`config.mk`:
```
export PLATFORM = sky130hd
export DESIGN_NAME = usc_rv_op_queue
export DESIGN_NICKNAME = d
export VERILOG_FILES = /design/src/rtl/usc_rv_op_queue.sv
export SDC_FILE = /design/constraint.sdc
export NUM_CORES = 1
export LEC_CHECK = 0
export ABC_AREA = 1
export CAP_MARGIN = 20
export CORE_MARGIN = 4
export CORE_UTILIZATION = 30
export DETAILED_ROUTE_END_ITERATION = 10
export DONT_BUFFER_PORTS = 1
export GPL_TIMING_DRIVEN = 0
export MAX_ROUTING_LAYER = met4
export RECOVER_POWER = 25
export REMOVE_ABC_BUFFERS = 1
export SLEW_MARGIN = 40
export SYNTH_ARGS = -nofsm -noshare
export SYNTH_HDL_FRONTEND = slang
export SYNTH_SLANG_ARGS = --single-unit
```
`constraint.sdc`:
```
create_clock -name clk -period 5.2 [get_ports clk]
set_input_delay 1.3 -clock clk [delete_from_list [all_inputs] [get_ports clk]]
set_output_delay 1.3 -clock clk [all_outputs]
set_load 0.02 [all_outputs]
```
`src/rtl/usc_rv_op_queue.sv`:
```
// -----------------------------------------------------------------------------
// usc_rv_op_queue
//
// Dual-enqueue / dual-dequeue circular op buffer sitting between the decoder
// and the issue stage. Decoded ops that issue cannot take this cycle are
// parked here. Issue always sees the two oldest queued ops, and it consumes
// from a combined stream: queue entries (oldest first), then decode slot0,
// then decode slot1. Decode ops that issue takes this cycle bypass the
// queue and are never written.
//
// Ports
//   clk               core clock
//   reset             asynchronous, active-high reset
//   flush             synchronous flush; drops every queued op
//   op0_dec_v_o       decode slot0 valid (older op)
//   op0_dec_ctl_o     decode slot0 control word
//   op1_dec_v_o       decode slot1 valid (younger op); only with slot0 valid
//   op1_dec_ctl_o     decode slot1 control word
//   iss_deq_cnt       ops issue consumes this cycle from the combined stream
//   stall_de          decode must hold its ops (fewer than two free entries)
//   op0_i1_vld_raw    queue head entry valid
//   op0_i1_ctl        queue head entry
//   op1_i1_vld_raw    queue head+1 entry valid
//   op1_i1_ctl        queue head+1 entry
//   op_queue_empty    occupancy is zero
//   op_queue_one_left occupancy is exactly one
//   op_queue_cnt      occupancy
// -----------------------------------------------------------------------------
module usc_rv_op_queue #(
   parameter int unsigned DEPTH = 8,
   parameter int unsigned CTL_W = 64
) (
   input  logic                       clk,
   input  logic                       reset,
   input  logic                       flush,
   input  logic                       op0_dec_v_o,
   input  logic [CTL_W-1:0]           op0_dec_ctl_o,
   input  logic                       op1_dec_v_o,
   input  logic [CTL_W-1:0]           op1_dec_ctl_o,
   input  logic [1:0]                 iss_deq_cnt,
   output logic                       stall_de,
   output logic                       op0_i1_vld_raw,
   output logic [CTL_W-1:0]           op0_i1_ctl,
   output logic                       op1_i1_vld_raw,
   output logic [CTL_W-1:0]           op1_i1_ctl,
   output logic                       op_queue_empty,
   output logic                       op_queue_one_left,
   output logic [$clog2(DEPTH):0]     op_queue_cnt
);

   localparam int unsigned PW = $clog2(DEPTH);
   localparam int unsigned CW = PW + 1;

   localparam logic [CW-1:0] CNT_ONE    = CW'(1);
   localparam logic [CW-1:0] CNT_TWO    = CW'(2);
   localparam logic [CW-1:0] CNT_DEPTH  = CW'(DEPTH);
   // stall when fewer than two entries are free, i.e. count >= DEPTH-1
   localparam logic [CW-1:0] CNT_STALL  = CW'(DEPTH - 1);

   // Storage: data only, deliberately not reset
   logic [CTL_W-1:0] mem_q [DEPTH];

   // Control state
   logic [PW-1:0] head_q, head_d;
   logic [PW-1:0] tail_q, tail_d;
   logic [CW-1:0] cnt_q,  cnt_d;

   // Per-cycle bookkeeping
   logic [1:0]       dec_n;       // decode ops accepted this cycle
   logic [1:0]       from_q;      // ops issue takes from the queue
   logic [1:0]       from_dec;    // ops issue takes straight from decode
   logic [CW-1:0]    cnt_calc;    // occupancy after push/pop, ignoring flush
   logic [PW-1:0]    head_p1;
   logic [PW-1:0]    tail_p1;

   logic             wr0_en, wr1_en;
   logic [CTL_W-1:0] wr0_data, wr1_data;

   // ---------------------------------------------------------------------------
   // Outputs: combinational from flops only
   // ---------------------------------------------------------------------------
   assign head_p1           = head_q + PW'(1);
   assign tail_p1           = tail_q + PW'(1);

   assign stall_de          = (cnt_q >= CNT_STALL);
   assign op0_i1_vld_raw    = (cnt_q >= CNT_ONE);
   assign op1_i1_vld_raw    = (cnt_q >= CNT_TWO);
   assign op0_i1_ctl        = mem_q[head_q];
   assign op1_i1_ctl        = mem_q[head_p1];
   assign op_queue_empty    = (cnt_q == '0);
   assign op_queue_one_left = (cnt_q == CNT_ONE);
   assign op_queue_cnt      = cnt_q;

   // ---------------------------------------------------------------------------
   // Split the issue count between queue and decode, decide writes
   // ---------------------------------------------------------------------------
   always_comb begin
      dec_n    = '0;
      from_q   = '0;
      from_dec = '0;
      wr0_en   = 1'b0;
      wr1_en   = 1'b0;
      wr0_data = op0_dec_ctl_o;
      wr1_data = op1_dec_ctl_o;

      // While stalled decode ops are neither accepted nor bypassed
      if (!stall_de) begin
         dec_n = {1'b0, op0_dec_v_o} + {1'b0, op1_dec_v_o};
      end

      // Queue is drained first; any remainder comes from the decode slots.
      // When issue asks for more than the queue holds, count is 0 or 1 so
      // its low two bits carry the whole value.
      if ({{(CW-2){1'b0}}, iss_deq_cnt} > cnt_q) begin
         from_q = cnt_q[1:0];
      end else begin
         from_q = iss_deq_cnt;
      end
      from_dec = iss_deq_cnt - from_q;

      // Unconsumed decode ops land at tail, tail+1 in age order
      if (!stall_de && !flush) begin
         case (from_dec)
            2'd0: begin
               wr0_en   = op0_dec_v_o;
               wr0_data = op0_dec_ctl_o;
               wr1_en   = op1_dec_v_o;
               wr1_data = op1_dec_ctl_o;
            end
            2'd1: begin
               // slot0 was bypassed to issue; slot1 becomes the oldest write
               wr0_en   = op1_dec_v_o;
               wr0_data = op1_dec_ctl_o;
            end
            default: begin
               wr0_en = 1'b0;
               wr1_en = 1'b0;
            end
         endcase
      end

      cnt_calc = cnt_q - {{(CW-2){1'b0}}, from_q}
                       + {{(CW-2){1'b0}}, dec_n}
                       - {{(CW-2){1'b0}}, from_dec};

      if (flush) begin
         head_d = '0;
         tail_d = '0;
         cnt_d  = '0;
      end else begin
         head_d = head_q + PW'(from_q);
         tail_d = tail_q + PW'(dec_n) - PW'(from_dec);
         cnt_d  = cnt_calc;
      end
   end

   // ---------------------------------------------------------------------------
   // Control state registers
   // ---------------------------------------------------------------------------
   always_ff @(posedge clk or posedge reset) begin
      if (reset) begin
         head_q <= '0;
         tail_q <= '0;
         cnt_q  <= '0;
      end else begin
         head_q <= head_d;
         tail_q <= tail_d;
         cnt_q  <= cnt_d;
      end
   end

   // ---------------------------------------------------------------------------
   // Entry storage
   // ---------------------------------------------------------------------------
   always_ff @(posedge clk) begin
      if (wr0_en) begin
         mem_q[tail_q] <= wr0_data;
      end
      if (wr1_en) begin
         mem_q[tail_p1] <= wr1_data;
      end
   end

   // ---------------------------------------------------------------------------
   // Illegal-usage checks
   // ---------------------------------------------------------------------------
   a_deq_not_three : assert property (@(posedge clk) disable iff (reset)
      iss_deq_cnt != 2'd3);

   a_deq_avail : assert property (@(posedge clk) disable iff (reset)
      {{(CW-2){1'b0}}, iss_deq_cnt} <= (cnt_q + {{(CW-2){1'b0}}, dec_n}));

   a_slot1_needs_slot0 : assert property (@(posedge clk) disable iff (reset)
      !(op1_dec_v_o && !op0_dec_v_o));

   a_no_overflow : assert property (@(posedge clk) disable iff (reset)
      cnt_calc <= CNT_DEPTH);

endmodule

```
# Yosys cells after proc, flatten, opt, wreduce, memory -nomap -nowiden
# Memories as Yosys holds them, arrays and structs flattened.
# Index checks and enable logic that the tools add are counted.
# word_totals
reg_bits	10
mem_bits_rw	512
out_inout_bits	137
elab_cells	40
n_memories	1
# op_classes
add_sub_neg	10
order_cmp	4
n_eq_ne	2
muxes	15
reduce_logical	5
# mem_list
memory	words	width	read_ports	rd_clocked_by_memory_dff	wr	line	text
mem_q	8	64	2	0	2	61	logic [CTL_W-1:0] mem_q [DEPTH];
# op_table
cell	count
2-to-1 mux 64 bit	2
subtractor 4 x 2 -> 4 bit	2
2-to-1 mux 1 bit	7
adder 3 x 1 -> 3 bit (second input constant)	2
adder 3 x 2 -> 3 bit	2
2-to-1 mux 3 bit	2
adder 4 x 2 -> 4 bit	1
== test 4 x 1 -> 1 bit (second input constant)	1
>= comparator 4 x 1 -> 1 bit (second input constant)	1
>= comparator 4 x 2 -> 1 bit (second input constant)	1
>= comparator 4 x 3 -> 1 bit (second input constant)	1
> comparator 2 x 4 -> 1 bit	1
zero test 4 bit	1
2-to-1 mux 2 bit	2
2-to-1 mux 4 bit	1
subtractor 3 x 2 -> 3 bit	1
adder 1 x 1 -> 2 bit	1
== test 2 x 1 -> 1 bit (second input constant)	1
zero test 1 bit	2
zero test 2 bit	1
one-hot mux 1 bit (2 select lines)	1
subtractor 2 bit	1
logical AND 1 bit	1

# Longest topological paths before layout
# logic_depth
depth_word	8
ltp_mapped	24
ltp_nobuf	22

# Worst setup path before layout
# Ideal clock, no wire load.
# synth_timing
path_type	input-to-reg
from	in iss_deq_cnt[0]
to	mem mem_q[0][0] (enable)
setup_time_ns	0.689
arrival_ns	4.448
path_slack_ns	0.063
path_stages	14
path_buffers	3
cell_sequence	inv_1 -> ha_1 -> nand2_1 -> nand2_1 -> inv_2 -> nand2_1 -> inv_1 -> o21ai_0 -> ha_1 -> clkbuf_1 -> nand4_1 -> clkbuf_1 -> clkbuf_1 -> nand2_1
# synth_rtl
item	line	text
start, declared	40	input logic [1:0] iss_deq_cnt,
end, declared	61	

# Worst setup path after layout
# layout_timing
from	reg head_q[1]
to	out op1_i1_ctl[36]
# layout_via
elab_chain_len	2
# layout_rtl
item	line	text
start, declared	64	logic [PW-1:0] head_q, head_d;
start signal, assigned	162	head_q <= '0;
start signal, assigned	166	head_q <= head_d;
adder 3 x 1 -> 3 bit	82	assign head_p1 = head_q + PW'(1);
memory (8 x 64 bit)	n/a	
end, declared	45	output logic [CTL_W-1:0] op1_i1_ctl,
# No other way between the ends.

==> results_dict.tcl <==
set metrics [dict create \
    clock_tree.buffer_depth 3 \
    grt_antenna_before_repair 1 \
    regToRegSetupSlack_ps 270 \
    use_met2 0.330 \
    dieArea_mm2 0.116 \
    via_count 30869 \
    place_congestion 0.761 \
    drc 0 \
    wl_per_cell_um 21.8 \
    cts_buffers 66 \
    first_global_vias 28222 \
    cts_hold_buf 0 \
    async_flop_share 0.0192 \
    drive_gt1_frac 0.0689 \
    synth_cells 4475 \
    r2r_cells 19 \
    met3_usage 0.0449 \
    drtIter0Drc 3505 \
    overflow 0 \
    synth_top_area_frac 0.462 \
    syn_area_mm2 0.0333 \
    routed_via_density 5.28 \
    synthTopCellsByArea "edfxtp_1, nand2_1, o21ai_0" \
    r2r_start "op_queue_cnt[1]" \
    dieHeight_um 341 \
    setup_viol_count_final 0 \
    port_buffers 0 \
    ys_ff_latch 522 \
    yosys_warnings 0 \
    cts-root-buf "clkbuf_16" \
    crit_fanout 45 \
    numClockSinks 522 \
    drv_slew 0 \
    rows 121 \
    fmax_mhz 196 \
    powerDensity_mw_per_mm2 616 \
    instances_no_fill 5846 \
    die_x_um 341 \
    cts_tree "done" \
    area_delta_synth_final_pct 13.3 \
    dr.pass1.iters 6 \
    min_period_ps 5100 \
    yosys_most_used_dff "edfxtp_1" \
    grt.met1_usage 0.283 \
    max-vdd-ir-drop_uv 506 \
    crit_required_ps 3900 \
    netlist_top_cells_count "nand2_1, o21ai_0, edfxtp_1" \
    synth_edf_count 512 \
    initial_core_util 0.304 \
    end_kind "primary output" \
    total_power_mw 23.2 \
    hold_viol_final 0 \
    maxSlewHeadroom 0.302 \
    crit_type "register to primary output" \
    tightestPinTransition_ps 1040 \
    syn_area_per_cell_um2 7.43 \
    fillCellCount 11163 \
    insertion_delay_ps 620 \
    core_mm2 0.109 \
    dp_hpwl_um 85000 \
    p_leak_nw 15.6 \
    grt.total_usage 0.216 \
    rsz0062_at_grt "false" \
    period_share 0.981 \
    finClkSkew_ps 16.6 \
    clk_pin_slew_worst_paths_ps 60 \
    layout.nets 4476 \
    final_antenna_net_count 0 \
    yosysMostFrequentCell "nand2_1" \
    dp_cells 5726 \
    reg2reg_to "mem_q[5][24]" \
    synth.distinct_cells 29 \
    grt_max_degree 111 \
    routed_wl_um 127000 \
    grt_pass1_wl_um 182000 \
    cpMaxStageDelayCell "dfrtp_4" \
    synth_area_leader_cell "edfxtp_1" \
    status "complete, no violations" \
    critPathArrivalTime_ps 3800 \
    max_stage_delay_ps 670 \
    htreeDepth 3 \
    drv_cap 0 \
    min-delay-path-class "input port to asynchronous set/reset pin" \
    cp_common_cell "buf_12" \
    crit_path_start_kind "register" \
    top_usage_layer "met2" \
    pin_count 272 \
    crit_chain "buf_12, ha_4, buf_12, inv_8, buf_16, a21oi_1, o21ai_0, nand2_1, nor2_1, a31oi_1" \
    yosysSeqAreaShare 0.470 \
]
[cell usage in the layout, fill, tap and decap left out, drive strengths merged]
cell      Yosys  routed
a21o          1       1
diode         0       2
buf         179     162
bufinv        0       5
o21ai       514     514
fa            6       6
inv         238     241
clkbuf      210      91
nand3        69      69
clkinv        0      20
o211ai       64      64
edfxtp      512     512
a31oi       128     128
nor2        287     287
a21oi       322     322
xor2          5       5
dfrtp        10      10
or2           1       1
nand2      1894    1894
clkinvlp      0       1
nand4        10      10
nor3          8       8
xnor2         3       3
ha           14      14
[worst max-delay path: cells and delay by family, from the launching register on]
family | cells | cell delay [ps]
AND/OR/NAND/NOR | 2 | 130
flip-flops | 1 | 670
adder cells (fa/ha/maj) | 1 | 460
buffers and inverters | 4 | 970
AO/OA/AOI/OAI | 3 | 860
[how the worst max path moves through the flow]
stage                         from  slack (ps)        endpoint  cells past startpoint
global placement         head_q[0]      -41600  op1_i1_ctl[52]                      6
global route             head_q[0]           5  op1_i1_ctl[45]                     11
finish                   head_q[1]         100  op1_i1_ctl[36]                     10
floorplan                head_q[0]      -20210  op1_i1_ctl[62]                      6
CTS                      head_q[0]          20   op1_i1_ctl[3]                     11
detailed placement  iss_deq_cnt[0]        -630     mem_q[4][8]                     20
[through the flow]
step / utilization / setup TNS [ps] / hold slack [ps] / cell area, µm² / setup WS (ps)
after CTS: 0.345 / 0 / 518 / 37700 / 23.4
after global placement: 0.302 / - / 817 / 33000 / -41600
after floorplan: - / -4555640 / 727 / 31200 / -20210
final: 0.344 / 0 / 559 / 37700 / 99.7
after detailed placement: 0.325 / -109940 / 796 / 35600 / -634
after global routing: 0.344 / 0 / 557 / 37700 / 5.18
[routing by layer]
| layer | wire [µm] | part of all wire |
|---|---|---|
| met1 | 52300 | 0.41 |
| met2 | 56800 | 0.45 |
| met4 | 4210 | 0.033 |
| met5 | 0 | 0 |
| met3 | 14200 | 0.11 |
[cells by family (layout without fill, tap and decap cells)]
logic type | Yosys count | count (layout) | share of synthesized area
compound gates | 1029 | 1029 | 0.165
other cells | 0 | 2 | 0
xor+xnor | 8 | 8 | 0.00211
simple gates | 2269 | 2269 | 0.265
buf+inv | 627 | 520 | 0.0895
flops | 522 | 522 | 0.470
fa+ha+maj | 20 | 20 | 0.00888
[state kept, by name, indices dropped and copies added (netlist names)]
register,flops
op_queue_cnt,4
mem_q,512
tail_q,3
head_q,3
[timing repair]
item                                    in CTS  in global routing
hold endpoints to repair                     0                  0
resized for setup                            4                 13
endpoints found under the setup margin      22                 31
pin swaps                                    1                  1
setup buffers                                2                  1
[report_power, final]
part           switching (mW)  internal [mW]
clock                    1.84           2.67
combinational            9.53           3.51
sequential              0.237           5.43
total                    11.6           11.6
[area by class of cell]
type / instances / area [µm²] / share of cell area
flip-flops and latches: 522 / 15600 / 0.415
multi-input cells: 3326 / 14900 / 0.395
repair buffers: 167 / 2330 / 0.0619
well taps: 1476 / 1850 / 0.0490
clock buffers: 86 / 1790 / 0.0475
inverters: 238 / 923 / 0.0245
clock inverters: 29 / 270 / 0.00717
diodes: 2 / 5.00 / 0.000133
Note: power is estimated with default switching activity, not from simulation.
